<file path="config.mk">
export PLATFORM = sky130hd
export DESIGN_NAME = uart_tx_ext
export DESIGN_NICKNAME = d
export VERILOG_FILES = /design/src/rtl/uart_tx_ext.sv
export SDC_FILE = /design/constraint.sdc
export NUM_CORES = 1
export LEC_CHECK = 0
export ABC_CLOCK_PERIOD_IN_PS = 8300
export CAP_MARGIN = 20
export CORE_MARGIN = 2
export CORE_UTILIZATION = 60
export CTS_BUF_LIST = sky130_fd_sc_hd__clkbuf_4 sky130_fd_sc_hd__clkbuf_8
export DETAILED_ROUTE_END_ITERATION = 8
export HOLD_SLACK_MARGIN = 0.15
export PLACE_DENSITY = 0.89
export SLEW_MARGIN = 20
export SYNTH_ARGS = -nofsm -noshare
export SYNTH_HDL_FRONTEND = slang
export SYNTH_SLANG_ARGS = --single-unit
</file>
<file path="constraint.sdc">
create_clock -name clk -period 8.3 [get_ports clk]
set_input_delay 1.245 -clock clk [delete_from_list [all_inputs] [get_ports clk]]
set_output_delay 1.245 -clock clk [all_outputs]
set_load 0.02 [all_outputs]
</file>
<file path="src/rtl/uart_tx_ext.sv">
// uart_tx_ext: FIFO-buffered UART transmitter with selectable parity and one or two stop bits.
// Frame settings are captured when a byte leaves the FIFO, so they stay fixed for that whole frame.
module uart_tx_ext #(
  parameter int unsigned CLK_FREQ   = 50_000_000,
  parameter int unsigned BAUD_RATE  = 115200,
  parameter int unsigned DATA_BITS  = 8,
  parameter int unsigned FIFO_DEPTH = 16
) (
  input  logic                          clk,
  input  logic                          rst_n,
  input  logic [7:0]                    wr_data,
  input  logic                          wr_valid,
  output logic                          wr_ready,
  input  logic [1:0]                    parity_mode,
  input  logic                          stop2,
  output logic                          tx,
  output logic                          busy,
  output logic [$clog2(FIFO_DEPTH):0]   fifo_count
);

  localparam int unsigned DIV    = CLK_FREQ / BAUD_RATE;
  localparam int unsigned BAUD_W = $clog2(2 * DIV);
  localparam int unsigned BIT_W  = $clog2(DATA_BITS + 1);
  localparam int unsigned PTR_W  = $clog2(FIFO_DEPTH);
  localparam int unsigned CNT_W  = PTR_W + 1;
  localparam logic [7:0]  DATA_MASK = 8'((1 << DATA_BITS) - 1);

  typedef enum logic [2:0] {
    S_IDLE, S_START, S_DATA, S_PARITY, S_STOP
  } state_t;

  state_t             r_state;
  state_t             w_state_nx;

  logic [7:0]         r_mem [FIFO_DEPTH];
  logic [PTR_W-1:0]   r_wr_ptr;
  logic [PTR_W-1:0]   r_rd_ptr;
  logic [CNT_W-1:0]   r_count;
  logic [CNT_W-1:0]   w_count_nx;
  logic               r_wr_ready;

  logic [7:0]         r_shift;
  logic               r_par;
  logic               r_par_en;
  logic               r_stop2;
  logic [BAUD_W-1:0]  r_baud;
  logic [BAUD_W-1:0]  w_baud_lim;
  logic [BIT_W-1:0]   r_bit;
  logic               r_tx;
  logic               r_busy;

  logic               w_push;
  logic               w_pop;
  logic               w_fifo_nempty;
  logic               w_period_end;
  logic               w_last_bit;
  logic               w_tx_nx;
  logic [7:0]         w_head;

  assign w_push        = wr_valid && r_wr_ready;
  assign w_fifo_nempty = (r_count != '0);
  assign w_head        = r_mem[r_rd_ptr];
  assign w_period_end  = (r_baud == w_baud_lim);
  assign w_last_bit    = (r_bit == BIT_W'(DATA_BITS - 1));

  assign wr_ready   = r_wr_ready;
  assign tx         = r_tx;
  assign busy       = r_busy;
  assign fifo_count = r_count;

  // The second stop bit is folded into one double-length STOP period.
  always_comb begin
    w_baud_lim = BAUD_W'(DIV - 1);
    if (r_state == S_STOP && r_stop2) w_baud_lim = BAUD_W'(2 * DIV - 1);
  end

  always_ff @(posedge clk or negedge rst_n) begin
    if (!rst_n) r_state <= S_IDLE;
    else        r_state <= w_state_nx;
  end

  always_comb begin
    w_state_nx = r_state;
    case (r_state)
      S_IDLE:   if (w_fifo_nempty) w_state_nx = S_START;
      S_START:  if (w_period_end) w_state_nx = S_DATA;
      S_DATA:   if (w_period_end && w_last_bit) w_state_nx = r_par_en ? S_PARITY : S_STOP;
      S_PARITY: if (w_period_end) w_state_nx = S_STOP;
      S_STOP:   if (w_period_end) w_state_nx = w_fifo_nempty ? S_START : S_IDLE;
      default:  w_state_nx = S_IDLE;
    endcase
  end

  // Line level is a one-cycle-delayed image of the state, giving the two-edge start latency.
  always_comb begin
    w_pop   = 1'b0;
    w_tx_nx = 1'b1;
    case (r_state)
      S_IDLE:   w_pop   = w_fifo_nempty;
      S_START:  w_tx_nx = 1'b0;
      S_DATA:   w_tx_nx = r_shift[0];
      S_PARITY: w_tx_nx = r_par;
      S_STOP:   w_pop   = w_period_end && w_fifo_nempty;
      default:  w_tx_nx = 1'b1;
    endcase
  end

  always_comb begin
    w_count_nx = r_count;
    case ({w_push, w_pop})
      2'b10:   w_count_nx = r_count + CNT_W'(1);
      2'b01:   w_count_nx = r_count - CNT_W'(1);
      default: w_count_nx = r_count;
    endcase
  end

  always_ff @(posedge clk) begin
    if (w_push) r_mem[r_wr_ptr] <= wr_data;
  end

  always_ff @(posedge clk or negedge rst_n) begin
    if (!rst_n) begin
      r_wr_ptr   <= '0;
      r_rd_ptr   <= '0;
      r_count    <= '0;
      r_wr_ready <= 1'b1;
      r_shift    <= '0;
      r_par      <= 1'b0;
      r_par_en   <= 1'b0;
      r_stop2    <= 1'b0;
      r_baud     <= '0;
      r_bit      <= '0;
      r_tx       <= 1'b1;
      r_busy     <= 1'b0;
    end else begin
      if (w_push) r_wr_ptr <= r_wr_ptr + PTR_W'(1);
      if (w_pop)  r_rd_ptr <= r_rd_ptr + PTR_W'(1);
      r_count    <= w_count_nx;
      r_wr_ready <= (w_count_nx != CNT_W'(FIFO_DEPTH));
      r_busy     <= (w_state_nx != S_IDLE) || (w_count_nx != '0);
      r_tx       <= w_tx_nx;

      if (r_state == S_IDLE || w_period_end) r_baud <= '0;
      else                                   r_baud <= r_baud + BAUD_W'(1);

      if (r_state != S_DATA)  r_bit <= '0;
      else if (w_period_end)  r_bit <= r_bit + BIT_W'(1);

      if (w_pop) begin
        r_shift  <= w_head;
        r_par_en <= (parity_mode == 2'b01) || (parity_mode == 2'b10);
        r_par    <= (parity_mode == 2'b01) ^ (^(w_head & DATA_MASK));
        r_stop2  <= stop2;
      end else if (r_state == S_DATA && w_period_end) begin
        r_shift  <= {1'b0, r_shift[7:1]};
      end
    end
  end

endmodule

</file>
==> impl_metrics.csv <==
group,metric,value,unit
logic_synthesis,synth_compound_area_frac,0.0614,
detailed_routing,viasPerCell,6.10,
sta,finalSetupTns,0,ns
worst_setup_path,crit_type,"in2reg",
pwr,peakVddDrop,0.194,mV
sta,finalSetupViolations,0,
sta,rsz0062_at_grt,"no",
worst_setup_path,arrival,4.07,ns
floorplanning,io_pins,22,
pwr,power_density,238,mW/mm^2
finish,final_cell_mix,"edfxtp_1, dfrtp_1, mux2i_1",
clock_network,worstSkewPairLatency,0.45,ns
worst_setup_path,cp_max_fo,9,
place,gp_congestion,0.822,
clock_network,cts-htree-levels,4,
pwr,leakagePower,3.13,nW
run_status,status,"finished, final reports clean",
clock_network,numCtsBuffers,17,
finish,diodes,0,
clock_network,clock_tree.root_cell,"clkbuf_8",
place,portBuffers,21,
global_routing,grt_pass1_wl,22400,um
sta,fmax,267,MHz
floorplanning,rows,40,
logic_synthesis,synth_top_area_share,0.518,
sta,fin_crit,3.74,ns
worst_setup_path,endpoint_kind,"flip-flop",
sta,fin_crit_sh,0.450,
sta,hold_viol_final,0,
logic_synthesis,syn_inst,490,
global_routing,antenna_found_initial,0,
logic_synthesis,synth-xor-area-share,0.0403,
logic_synthesis,syn-num-nets,514,
global_routing,grt_max_degree,52,
clock_network,cts_max_path_buffers,2,
detailed_routing,dr.pass1.iters,5,
detailed_routing,wl_per_cell,20.4,um
logic_synthesis,synth_mux_area_frac,0.110,
detailed_routing,drc,0,
logic_synthesis,netlist_area,0.00741,sq mm
sta,worst_pin_slew,0.891,ns
sta,clock_skew,0.0118,ns
logic_synthesis,synth_top_cell_by_area,"edfxtp_1",
logic_synthesis,ys_seq_elements,172,
finish,final_common_cell,"edfxtp_1",
global_routing,grt_use_total,0.228,
sta,relSlewSlack,0.406,
place,hpwl,9150,um
floorplanning,die_area,0.0133,sq mm
logic_synthesis,yosys_warnings,0,
worst_setup_path,cp.required,8.63,ns
floorplanning,die_y,115,um
logic_synthesis,ys_seq_area_frac,0.667,
clock_network,post_cts_buffers,0,
run,cap_violations,0,
logic_synthesis,yosys.cell_types.count,45,
detailed_routing,drtIter0Drc,421,
global_routing,grt-ovfl-total,0,
min_path,hp-class,"reg2reg",
clock_network,cts_hold_buf,0,
finish,drive_gt1_frac,0.132,
logic_synthesis,avgSynthCellArea,15.1,sq um
detailed_routing,vias,4218,
detailed_routing,wirelength,14100,um
finish,area_delta_synth_final,9.87,%
worst_setup_path,start_kind,"input pin",
clock_network,cts.sinks,172,
clock_network,cts_tree,"done",
clock_network,clkSlewWorstSetupHoldPaths,0.09,ns
logic_synthesis,synth_top_family_by_area,"multiplexers",
global_routing,grt_pass1_vias,4150,
logic_synthesis,synthAdderAreaFrac,0.0169,
floorplanning,die_w,115,um
finish,nNetsFinal,535,
pwr,power,1.94,mW
detailed_routing,drtAntennaViolNets,0,
floorplanning,start_util,0.615,
logic_synthesis,yosys.area_share.simple,0.0834,
logic_synthesis,synth_area_leaders,"edfxtp_1, dfrtp_1, mux2i_1, mux4_2, a221oi_1",
floorplanning,coreArea,0.0121,sq mm
clock_network,cts-resized-gates,0,
sta,drv_slew,0,
==> synth_stat cells (all sizes together) <==
cell type  instances
or2                4
xnor2             17
nor4bb             1
a211oi             3
nor2b              3
o211a              1
nand4b             2
dfstp              2
mux2               6
xor2              12
o21ai             22
o211ai             1
buf               11
a31o               1
ha                10
nor2              25
and4bb             1
dfrtp             42
nor3b              2
xnor3              2
mux4              16
nor3               6
nand4              4
and3              10
a22oi             10
a21oi              7
nand3             10
and2              14
nand2             34
nand2b             1
mux2i             39
nand3b             1
inv               11
a2111o             1
edfxtp           128
nor4b              1
clkbuf            12
a221oi            17
==> worst max-delay path, cell delays in order <==
cell and delay [ns]:
clkdlybuf4s50_1 0.46, nand2_1 0.23, nand2_1 0.14, a211oi_4 0.42, xor2_1 0.15, ha_1 0.28
a21oi_1 0.23, xnor3_1 0.25, a2111o_1 0.41, nand4_1 0.16, nand4b_1 0.11
==> flip-flops by register name (all words and copies together) (netlist names) <==
signal and flops:
r_par 1, r_rd_ptr 4, r_baud 10, r_wr_ptr 4, busy 1, wr_ready 1
r_stop2 1, r_mem 128, r_bit 4, fifo_count 5, tx 1, r_shift 8
r_state 3, r_par_en 1
==> cell families (layout without fill, tap and decap cells) <==
kind of cell    after synthesis  count (layout)
compound gates               63              63
xor+xnor                     31              31
fa+ha+maj                    10              10
buf+inv                      34              67
flops                       172             172
mux                          61              61
simple gates                119             119
==> routing by layer <==
| layer | part of all wire | GRT usage | vias up |
|---|---|---|---|
| met1 | 0.42 | 0.309 | 2112 |
| met5 | 0 | 0 | - |
| li1 | - | - | 1897 |
| met3 | 0.058 | 0.0532 | 27 |
| met4 | 0.024 | 0.0867 | 0 |
| met2 | 0.50 | 0.367 | 182 |
==> cell type report <==
cell class                 count  area [sq um]
tap                          168           210
multi-input combinational    284          2320
inverter                      11          41.3
fill                         743          3920
sequential                   172          4950
timing repair buffer          25           238
clock inverter                14           154
clock buffer                  17           234
==> per-stage QoR <==
step / area (sq um) / hold slack, ns / setup WS [ns] / instances / util
after floorplan: 7410 / 0.468 / 4.98 / 490 / -
after global placement: 7760 / 0.489 / 4.41 / 660 / 0.643
after detailed placement: 7760 / 0.509 / 4.24 / 660 / 0.643
after CTS: 8140 / 0.533 / 4.63 / 691 / 0.675
after global routing: 8150 / 0.558 / 4.45 / 691 / 0.675
final: 8150 / 0.537 / 4.56 / 691 / 0.675
==> where the power goes <==
group | switching, mW | total [mW] | internal [mW]
registers | 0.0591 | 1.08 | 1.02
logic | 0.169 | 0.287 | 0.118
clock network | 0.285 | 0.576 | 0.291
==> final timing paths <==
kind | startpoint | end | slack, ns | cells past startpoint
max | wr_valid | busy | 4.56 | 11
min | r_baud[0] | r_baud[0] | 0.54 | 1
max reg2reg | r_state[2] | busy | 4.80 | 11
min reg2reg | r_baud[0] | r_baud[0] | 0.54 | 1
max in group asynchronous | rst_n | r_rd_ptr[0] | 7.10 | 1
min in group asynchronous | rst_n | r_baud[7] | 0.78 | 1
Note: power is estimated with default switching activity, not from simulation.
